File: config.mk
export PLATFORM = sky130hd
export DESIGN_NAME = uart_tx
export DESIGN_NICKNAME = d
export VERILOG_FILES = /design/src/rtl/uart_tx_pkg.sv /design/src/rtl/uart_tx_baud_gen.sv /design/src/rtl/uart_tx.sv
export SDC_FILE = /design/constraint.sdc
export NUM_CORES = 1
export LEC_CHECK = 0
export CAP_MARGIN = 15
export CORE_MARGIN = 2
export CORE_UTILIZATION = 50
export CTS_CLUSTER_DIAMETER = 200
export DETAILED_ROUTE_END_ITERATION = 10
export PLACE_DENSITY_LB_ADDON = 0.15
export SLEW_MARGIN = 20
export SYNTH_ARGS = -nofsm -noshare
export SYNTH_HDL_FRONTEND = slang
export SYNTH_SLANG_ARGS = --single-unit
File: constraint.sdc
create_clock -name clk -period 3.15 [get_ports clk]
set_input_delay 0.63 -clock clk [delete_from_list [all_inputs] [get_ports clk]]
set_output_delay 0.63 -clock clk [all_outputs]
set_load 0.03 [all_outputs]
File: src/rtl/uart_tx_pkg.sv
// Shared UART transmitter types: FSM state encoding and bit-period helper.
// The PARITY state exists only when UART_TX_PARITY_EN is defined (widens the encoding to 3 bits).
package uart_tx_pkg;

`ifdef UART_TX_PARITY_EN
  typedef enum logic [2:0] {
    ST_IDLE   = 3'd0,
    ST_START  = 3'd1,
    ST_DATA   = 3'd2,
    ST_STOP   = 3'd3,
    ST_PARITY = 3'd4
  } state_t;
`else
  typedef enum logic [1:0] {
    ST_IDLE  = 2'd0,
    ST_START = 2'd1,
    ST_DATA  = 2'd2,
    ST_STOP  = 2'd3
  } state_t;
`endif

  function automatic int cycles_per_bit(input int clk_hz, input int bit_rate);
    return clk_hz / bit_rate;
  endfunction

endpackage

File: src/rtl/uart_tx_baud_gen.sv
// Bit-period timer: o_tick marks the last clock of each bit period.
// Cleared by the start pulse so the first bit of a frame is full length.
module uart_tx_baud_gen #(
  parameter int CYCLES_PER_BIT = 5208
) (
  input  logic clk,
  input  logic rst,
  input  logic i_clear,
  input  logic i_run,
  output logic o_tick
);

  localparam int CNT_W = (CYCLES_PER_BIT > 1) ? $clog2(CYCLES_PER_BIT) : 1;
  localparam logic [CNT_W-1:0] LAST = CNT_W'(CYCLES_PER_BIT - 1);

  logic [CNT_W-1:0] r_cnt;

  always_ff @(posedge clk or posedge rst) begin
    if (rst)
      r_cnt <= '0;
    else if (i_clear || !i_run || (r_cnt == LAST))
      r_cnt <= '0;
    else
      r_cnt <= r_cnt + 1'b1;
  end

  assign o_tick = i_run && (r_cnt == LAST);

endmodule

File: src/rtl/uart_tx.sv
// UART transmitter: start / LSB-first data / [even parity] / stop frame, registered outputs.
// Define UART_TX_PARITY_EN to insert the even-parity bit after the data bits.
module uart_tx
  import uart_tx_pkg::*;
#(
  parameter int BIT_RATE     = 9600,
  parameter int CLK_HZ       = 50000000,
  parameter int PAYLOAD_BITS = 8,
  parameter int STOP_BITS    = 1
) (
  input  logic                    clk,
  input  logic                    rst,
  input  logic                    uart_tx_en,
  input  logic [PAYLOAD_BITS-1:0] uart_tx_data,
  output logic                    uart_txd,
  output logic                    uart_tx_busy,
  output logic                    uart_tx_done
);

  localparam int CYCLES_PER_BIT = cycles_per_bit(CLK_HZ, BIT_RATE);
  localparam int BW = (PAYLOAD_BITS > 1) ? $clog2(PAYLOAD_BITS) : 1;
  localparam logic [BW-1:0] LAST_BIT  = BW'(PAYLOAD_BITS - 1);
  localparam logic          LAST_STOP = 1'(STOP_BITS - 1);

  state_t                  r_state, w_state;
  logic [PAYLOAD_BITS-1:0] r_shift, w_shift;
  logic [BW-1:0]           r_bit_cnt, w_bit_cnt;
  logic                    r_stop_cnt, w_stop_cnt;
  logic                    r_txd, w_txd;
  logic                    r_busy, w_busy;
  logic                    r_done, w_done;
`ifdef UART_TX_PARITY_EN
  logic                    r_par, w_par;
`endif
  logic                    w_accept;
  logic                    w_tick;

  assign w_accept = (r_state == ST_IDLE) && uart_tx_en && !r_busy;

  uart_tx_baud_gen #(
    .CYCLES_PER_BIT(CYCLES_PER_BIT)
  ) u_baud (
    .clk    (clk),
    .rst    (rst),
    .i_clear(w_accept),
    .i_run  (r_state != ST_IDLE),
    .o_tick (w_tick)
  );

  always_ff @(posedge clk or posedge rst) begin
    if (rst) begin
      r_state    <= ST_IDLE;
      r_shift    <= '0;
      r_bit_cnt  <= '0;
      r_stop_cnt <= 1'b0;
      r_txd      <= 1'b1;
      r_busy     <= 1'b0;
      r_done     <= 1'b0;
`ifdef UART_TX_PARITY_EN
      r_par      <= 1'b0;
`endif
    end else begin
      r_state    <= w_state;
      r_shift    <= w_shift;
      r_bit_cnt  <= w_bit_cnt;
      r_stop_cnt <= w_stop_cnt;
      r_txd      <= w_txd;
      r_busy     <= w_busy;
      r_done     <= w_done;
`ifdef UART_TX_PARITY_EN
      r_par      <= w_par;
`endif
    end
  end

  // Every output is computed one edge early so txd/busy/done come straight from flops.
  always_comb begin
    w_state    = r_state;
    w_shift    = r_shift;
    w_bit_cnt  = r_bit_cnt;
    w_stop_cnt = r_stop_cnt;
    w_txd      = r_txd;
    w_busy     = r_busy;
    w_done     = 1'b0;
`ifdef UART_TX_PARITY_EN
    w_par      = r_par;
`endif
    case (r_state)
      ST_IDLE: begin
        w_txd  = 1'b1;
        w_busy = 1'b0;
        if (w_accept) begin
          w_state   = ST_START;
          w_shift   = uart_tx_data;
          w_bit_cnt = '0;
          w_txd     = 1'b0;
          w_busy    = 1'b1;
`ifdef UART_TX_PARITY_EN
          w_par     = ^uart_tx_data;
`endif
        end
      end
      ST_START: begin
        if (w_tick) begin
          w_state   = ST_DATA;
          w_txd     = r_shift[0];
          w_shift   = r_shift >> 1;
          w_bit_cnt = '0;
        end
      end
      ST_DATA: begin
        if (w_tick) begin
          if (r_bit_cnt == LAST_BIT) begin
`ifdef UART_TX_PARITY_EN
            w_state    = ST_PARITY;
            w_txd      = r_par;
`else
            w_state    = ST_STOP;
            w_txd      = 1'b1;
            w_stop_cnt = 1'b0;
`endif
          end else begin
            w_bit_cnt = r_bit_cnt + 1'b1;
            w_txd     = r_shift[0];
            w_shift   = r_shift >> 1;
          end
        end
      end
`ifdef UART_TX_PARITY_EN
      ST_PARITY: begin
        if (w_tick) begin
          w_state    = ST_STOP;
          w_txd      = 1'b1;
          w_stop_cnt = 1'b0;
        end
      end
`endif
      ST_STOP: begin
        if (w_tick) begin
          if (r_stop_cnt == LAST_STOP) begin
            w_state = ST_IDLE;
            w_txd   = 1'b1;
            w_busy  = 1'b0;
            w_done  = 1'b1;
          end else begin
            w_stop_cnt = 1'b1;
          end
        end
      end
      default: w_state = ST_IDLE;
    endcase
  end

  assign uart_txd     = r_txd;
  assign uart_tx_busy = r_busy;
  assign uart_tx_done = r_done;

endmodule

-- Word-level counts from Yosys, hierarchy flattened
Index checks and enable logic that the tools add are counted.
- shift operators: 0
- $lt $le $gt $ge: 0
- add/sub/neg operators: 2
- muxes and demuxes: 37
- equal/unequal tests: 12
- multipliers: 0
- divide/modulo/power cells: 0
- reductions and logical operators: 17
- bitwise gates (word level): 0
- operator list (cell ; count):
    8-bit 2-to-1 mux ; 4
    8-bit case mux with 3 select lines ; 1
    1-bit 2-to-1 mux ; 16
    13-bit by 1-bit adder with 13-bit output, second input constant ; 1
    13-bit == test, second input constant ; 1
    13-bit 2-to-1 mux ; 1
    2-bit 2-to-1 mux ; 6
    3-bit 2-to-1 mux ; 4
    3-bit case mux with 3 select lines ; 1
    2-bit by 1-bit != test with 1-bit output, second input constant ; 4
    2-bit case mux with 4 select lines ; 1
    4-bit AND reduction ; 2
    2-bit != test, second input constant ; 3
    6-bit AND reduction ; 1
    2-bit nonzero test ; 3
    5-bit AND reduction ; 1
    2-bit == test, second input constant ; 2
    1-bit case mux with 2 select lines ; 2
    1-bit case mux with 4 select lines ; 1
    3-bit by 1-bit adder with 3-bit output, second input constant ; 1
    3-bit == test, second input constant ; 1
    1-bit logical AND ; 3
    3-bit AND reduction ; 1
    3-bit nonzero test ; 1
    4 further kinds ; 6
- memory bits (writable): 0
- memory bits (read-only): 0
- output and inout bits: 3
- latch bits: 0
- bits in registers: 30
- memories kept: 0
- logic and storage cells: 76

-- Logic depth before layout (Yosys ltp)
- depth after elaboration: 6
- gate-level depth with buffers: 8
- mapped depth without buffers: 6

-- Cells and area by module
A second synthesis with hierarchy kept.
- cell total of the unflattened synthesis: 147
- area, all modules: 1631.6 um^2
- by module, submodules not included (module ; area an instance (um^2) ; times used ; cells each):
    uart_tx ; 942.2 ; 1 ; 79
    uart_tx_baud_gen ; 689.4 ; 1 ; 68

-- Least setup slack after synthesis
No wires, ideal clock.
- path kind: reg-to-reg
- from: reg u_baud.r_cnt[0]
- to: reg r_shift[0]
- data arrival time: 2035 ps
- period minus slack after synthesis: 2160 ps
- cell stages (with the launch flop): 7
- slack: 990 ps
- path buffers: 1
- path through: dfrtp_1 > ha_1 > or4b_4 > nor4_4 > o211a_1 > buf_6 > mux2_2
- word-level cells in the longest chain between the ends: 4
- elaborated cells between the ends (all ways): 5
- classes of those cells: 3 x eq/ne; 2 x reduce/logical
- ends and longest elaborated chain (item ; line ; text):
    start, declared ; uart_tx_baud_gen.sv:16 ; logic [CNT_W-1:0] r_cnt;
    start signal, assigned ; uart_tx_baud_gen.sv:24 ; r_cnt <= r_cnt + 1'b1;
    13-bit == test * ; uart_tx_baud_gen.sv:27 ; assign o_tick = i_run && (r_cnt == LAST);
    1-bit logical AND * ; uart_tx_baud_gen.sv:27 ;
    2-bit by 1-bit != test with 1-bit output (no source line) ; n/a ;
    5-bit AND reduction (no source line) * ; n/a ;
    end signal, assigned ; uart_tx.sv:64 ; r_shift <= w_shift;
    end, declared ; uart_tx.sv:26 ; logic [PAYLOAD_BITS-1:0] r_shift, w_shift;
Mark *: on every way between the ends. The rest lies on a longest branch, timed or not.
A chain may end at the register's enable or synchronous reset.

-- Worst setup path after layout
- from: reg u_baud.r_cnt[0]
- to: reg r_shift[7]
Same word-level chain as after synthesis.

==> results.py <==
metrics = {
    "status": {
        "status": "completed",
    },
    "worst_setup_path": {
        "worst_path_depth": 5,
        "crit_path_top_delay_cell": "sky130_fd_sc_hd__or4b_4",
        "worst_path_dominant_cell_family": "simple AND/OR/NAND/NOR gates",
        "crit_path_start_kind": "register",
        "critical_path.endpoint_type": "register",
        "worst_r2r_path_depth": 5,
        "timing.critical_path.slowest_cell_delay_ns": 0.54,
        "critical_path_required_ns": 3.37,
        "arrival_ns": 2.67,
        "timing.critical_path.buf_inv": 0,
        "cp_max_fo": 8,
        "timing_worst_setup_path_type": "reg2reg",
        "crit_chain": "ha_1 -> or4b_4 -> nor4_4 -> o211a_1 -> mux2_2",
    },
    "cts": {
        "cts_tree": "yes",
        "ctsLongestPathBuffers": 2,
        "post_cts.resized_instances": 0,
        "postCtsSetupBuffers": 0,
        "clkTransAtPathRegs_ns": 0.10,
        "clock_sink_count": 29,
        "clock_tree.htree_level_count": 2,
        "cts-root-buf": "sky130_fd_sc_hd__clkbuf_4",
        "cts_buffers": 5,
        "post_cts_hold_buffer_count": 0,
        "insertion_delay_ns": 0.34,
    },
    "layout": {
        "n_fill_cell": 290,
        "multi_input_area_um2": 846,
        "areaGrowthSynthToFinish_pct": 12.3,
        "utilization": 0.596,
        "antenna_cells": 0,
        "drive_above_1_share": 0.207,
        "design.final.nets": 187,
        "layout.area.seq_um2": 727,
    },
    "yosys": {
        "synthMostInstantiatedCell": "sky130_fd_sc_hd__dfrtp_1",
        "yosys-top-cells-area": "sky130_fd_sc_hd__dfrtp_1 (43%), sky130_fd_sc_hd__mux2_2 (12%), sky130_fd_sc_hd__ha_1 (6.1%)",
        "synth_async_sr_flop_share": 1.00,
        "syn-cell-area_mm2": 0.00165,
        "syn_nets": 171,
        "synthFlopType": "sky130_fd_sc_hd__dfrtp_1",
        "post_synth_most_frequent_cells": "sky130_fd_sc_hd__dfrtp_1 (28), sky130_fd_sc_hd__mux2_2 (17), sky130_fd_sc_hd__nor2_1 (17)",
        "postSynthRegisterBits": 29,
        "synth.largest_area_cell": "sky130_fd_sc_hd__dfrtp_1",
        "synth_enable_flop_cells": 0,
        "post_synth_cell_types": 41,
        "postSynthAreaPerCell_um2": 10.8,
        "yosysWarningCount": 0,
        "synthDominantCellAreaShare": 0.425,
        "synthesis.instances": 152,
        "synth-seq-area-share": 0.441,
    },
    "global_routing": {
        "vias_in_the_first_global_route": 1127,
        "grt_first_pass_wirelength_um": 5000,
        "gr_util_all_layers": 0.183,
        "maximum_number_of_pins_on_one_net_before_global_route_repair": 30,
        "grt.overflow.total": 0,
        "antenna_found_initial": 0,
    },
    "route": {
        "drt_iter0_drc": 37,
        "wire_per_inst_um": 13.2,
        "vias_per_cell": 5.38,
        "finalWirelength_um": 2810,
        "route.antenna.remaining_nets": 0,
        "detail_route.first_pass.iterations": 4,
        "route.detailed.drc": 0,
        "detailroute.via_count": 1146,
    },
    "timing": {
        "final_critical_path_setup_slack_ns": 0.702,
        "final_max_slew_viols": 0,
        "timing.final.hold_violations": 0,
        "layout_worst_path_cycle_share": 0.777,
        "timing_worst_slew_pin_value_ns": 0.378,
        "skew_ns": 0.0106,
        "maxClockFrequency_mhz": 408,
        "setup_viol": 0,
        "grt_setup_unrepaired": "false",
        "final_period_minus_worst_setup_slack_ns": 2.45,
        "fin_worst_hold_slack_ns": 0.512,
        "slew_headroom": 0.748,
        "total_negative_slack_for_setup_checks_ns": 0,
    },
    "placement": {
        "numPortBuffers": 13,
        "gp_congestion": 0.858,
        "dpl.hpwl_um": 2050,
        "place_ws_ns": 0.491,
    },
    "floorplan": {
        "initial_core_util": 0.531,
        "fp.dieArea_mm2": 0.00377,
        "number_of_rows_created_at_floorplan": 20,
        "ioPinCount": 14,
        "die_height_um": 61.4,
        "placeableCoreArea_mm2": 0.00310,
        "dieWidth_um": 61.4,
    },
    "power_and_ir_drop": {
        "peakVddDrop_mv": 0.284,
        "p_sw_frac": 0.245,
        "power_density_mw_per_mm2": 335,
        "power.internal_w": 0.000469,
        "power.share.clock": 0.365,
        "seq_power_share": 0.600,
        "switchingPower_w": 0.000152,
        "design_power_total_w": 0.000620,
        "cellLeakagePower_nw": 0.851,
        "p_comb_frac": 0.035,
    },
    "min_path": {
        "hold_path_depth": 1,
        "worst_hold_path_type": "reg2reg",
    },
    "job": {
        "cap_viol_max_count": 0,
    },
}
==> area by class of cell <==
cell class,count,area share
repair buffers,14,0.0744
flip-flops and latches,29,0.393
clock inverters,3,0.00947
well taps,44,0.0297
clock buffers,5,0.0203
inverters,8,0.0162
multi-input cells,110,0.457
==> power by group through the flow <==
stage / sequential, W / clock [W] / combinational [W]
2_1_floorplan: 0.000379 / 0 / 0.00000697
6_report: 0.000372 / 0.000226 / 0.0000220
4_1_cts: 0.000372 / 0.000232 / 0.0000227
3_3_place_gp: 0.000379 / 0 / 0.0000221
5_1_grt: 0.000372 / 0.000251 / 0.0000249
3_5_place_dp: 0.000379 / 0 / 0.0000227
==> flip-flops by register name, indices dropped and copies added (netlist names) <==
register	cells
r_shift	8
uart_tx_done	1
uart_tx_busy	1
r_bit_cnt	3
r_state	2
uart_txd	1
u_baud.r_cnt	13
==> cell usage in the layout (no fill, tap or decap), drive strengths merged, types with 2 or more instances in the layout <==
cell type	netlist	layout
clkinv	0	2
a211oi	2	2
clkdlybuf4s50	0	13
nand4	7	7
nand2	8	8
ha	8	8
and3	3	3
or2	2	2
xnor2	5	5
nor2	17	17
a31oi	2	2
mux2	17	17
o211ai	3	3
nor3	2	2
dfrtp	28	28
or4b	2	2
o21ai	2	2
inv	8	8
nand3	6	6
clkbuf	1	5
xor2	6	6
nor4	3	3
==> worst register-to-register path, cell delays in order, from the launching register on <==
cell and delay, ns:
sky130_fd_sc_hd__dfrtp_1 0.41, sky130_fd_sc_hd__ha_1 0.27, sky130_fd_sc_hd__or4b_4 0.54, sky130_fd_sc_hd__nor4_4 0.34, sky130_fd_sc_hd__o211a_1 0.38, sky130_fd_sc_hd__mux2_2 0.39
==> stage by stage <==
stage / instances / cell area [um2]
finish: 213 / 1850
global route: 213 / 1850
CTS: 213 / 1850
detailed placement: 205 / 1800
global placement: 205 / 1800
floorplan: 152 / 1650
==> path summary, 6_finish.rpt <==
check,startpoint,end,slack [ns]
max in group asynchronous,rst,uart_txd,2.19
min in group asynchronous,rst,u_baud.r_cnt[1],0.64
setup reg to reg,u_baud.r_cnt[0],r_shift[7],0.70
setup / recovery,u_baud.r_cnt[0],r_shift[7],0.70
hold / removal,u_baud.r_cnt[0],u_baud.r_cnt[0],0.51
hold reg to reg,u_baud.r_cnt[0],u_baud.r_cnt[0],0.51
==> layer usage <==
| layer | global-route usage | wire length [um] | vias up |
|---|---|---|---|
| met5 | 0 | 0 | - |
| met1 | 0.236 | 1320 | 546 |
| met3 | 0.0483 | 105 | 8 |
| met2 | 0.286 | 1330 | 20 |
| li1 | - | - | 572 |
| met4 | 0.0881 | 57 | 0 |
==> kinds of logic after synthesis <==
logic type | after synthesis | synth area share
mux | 18 | 0.122
compound gates | 15 | 0.0668
buf+inv | 13 | 0.0456
flops | 29 | 0.441
fa+ha+maj | 8 | 0.0607
simple gates | 58 | 0.205
xor+xnor | 11 | 0.0585
Power figures use the tool's default switching activity.
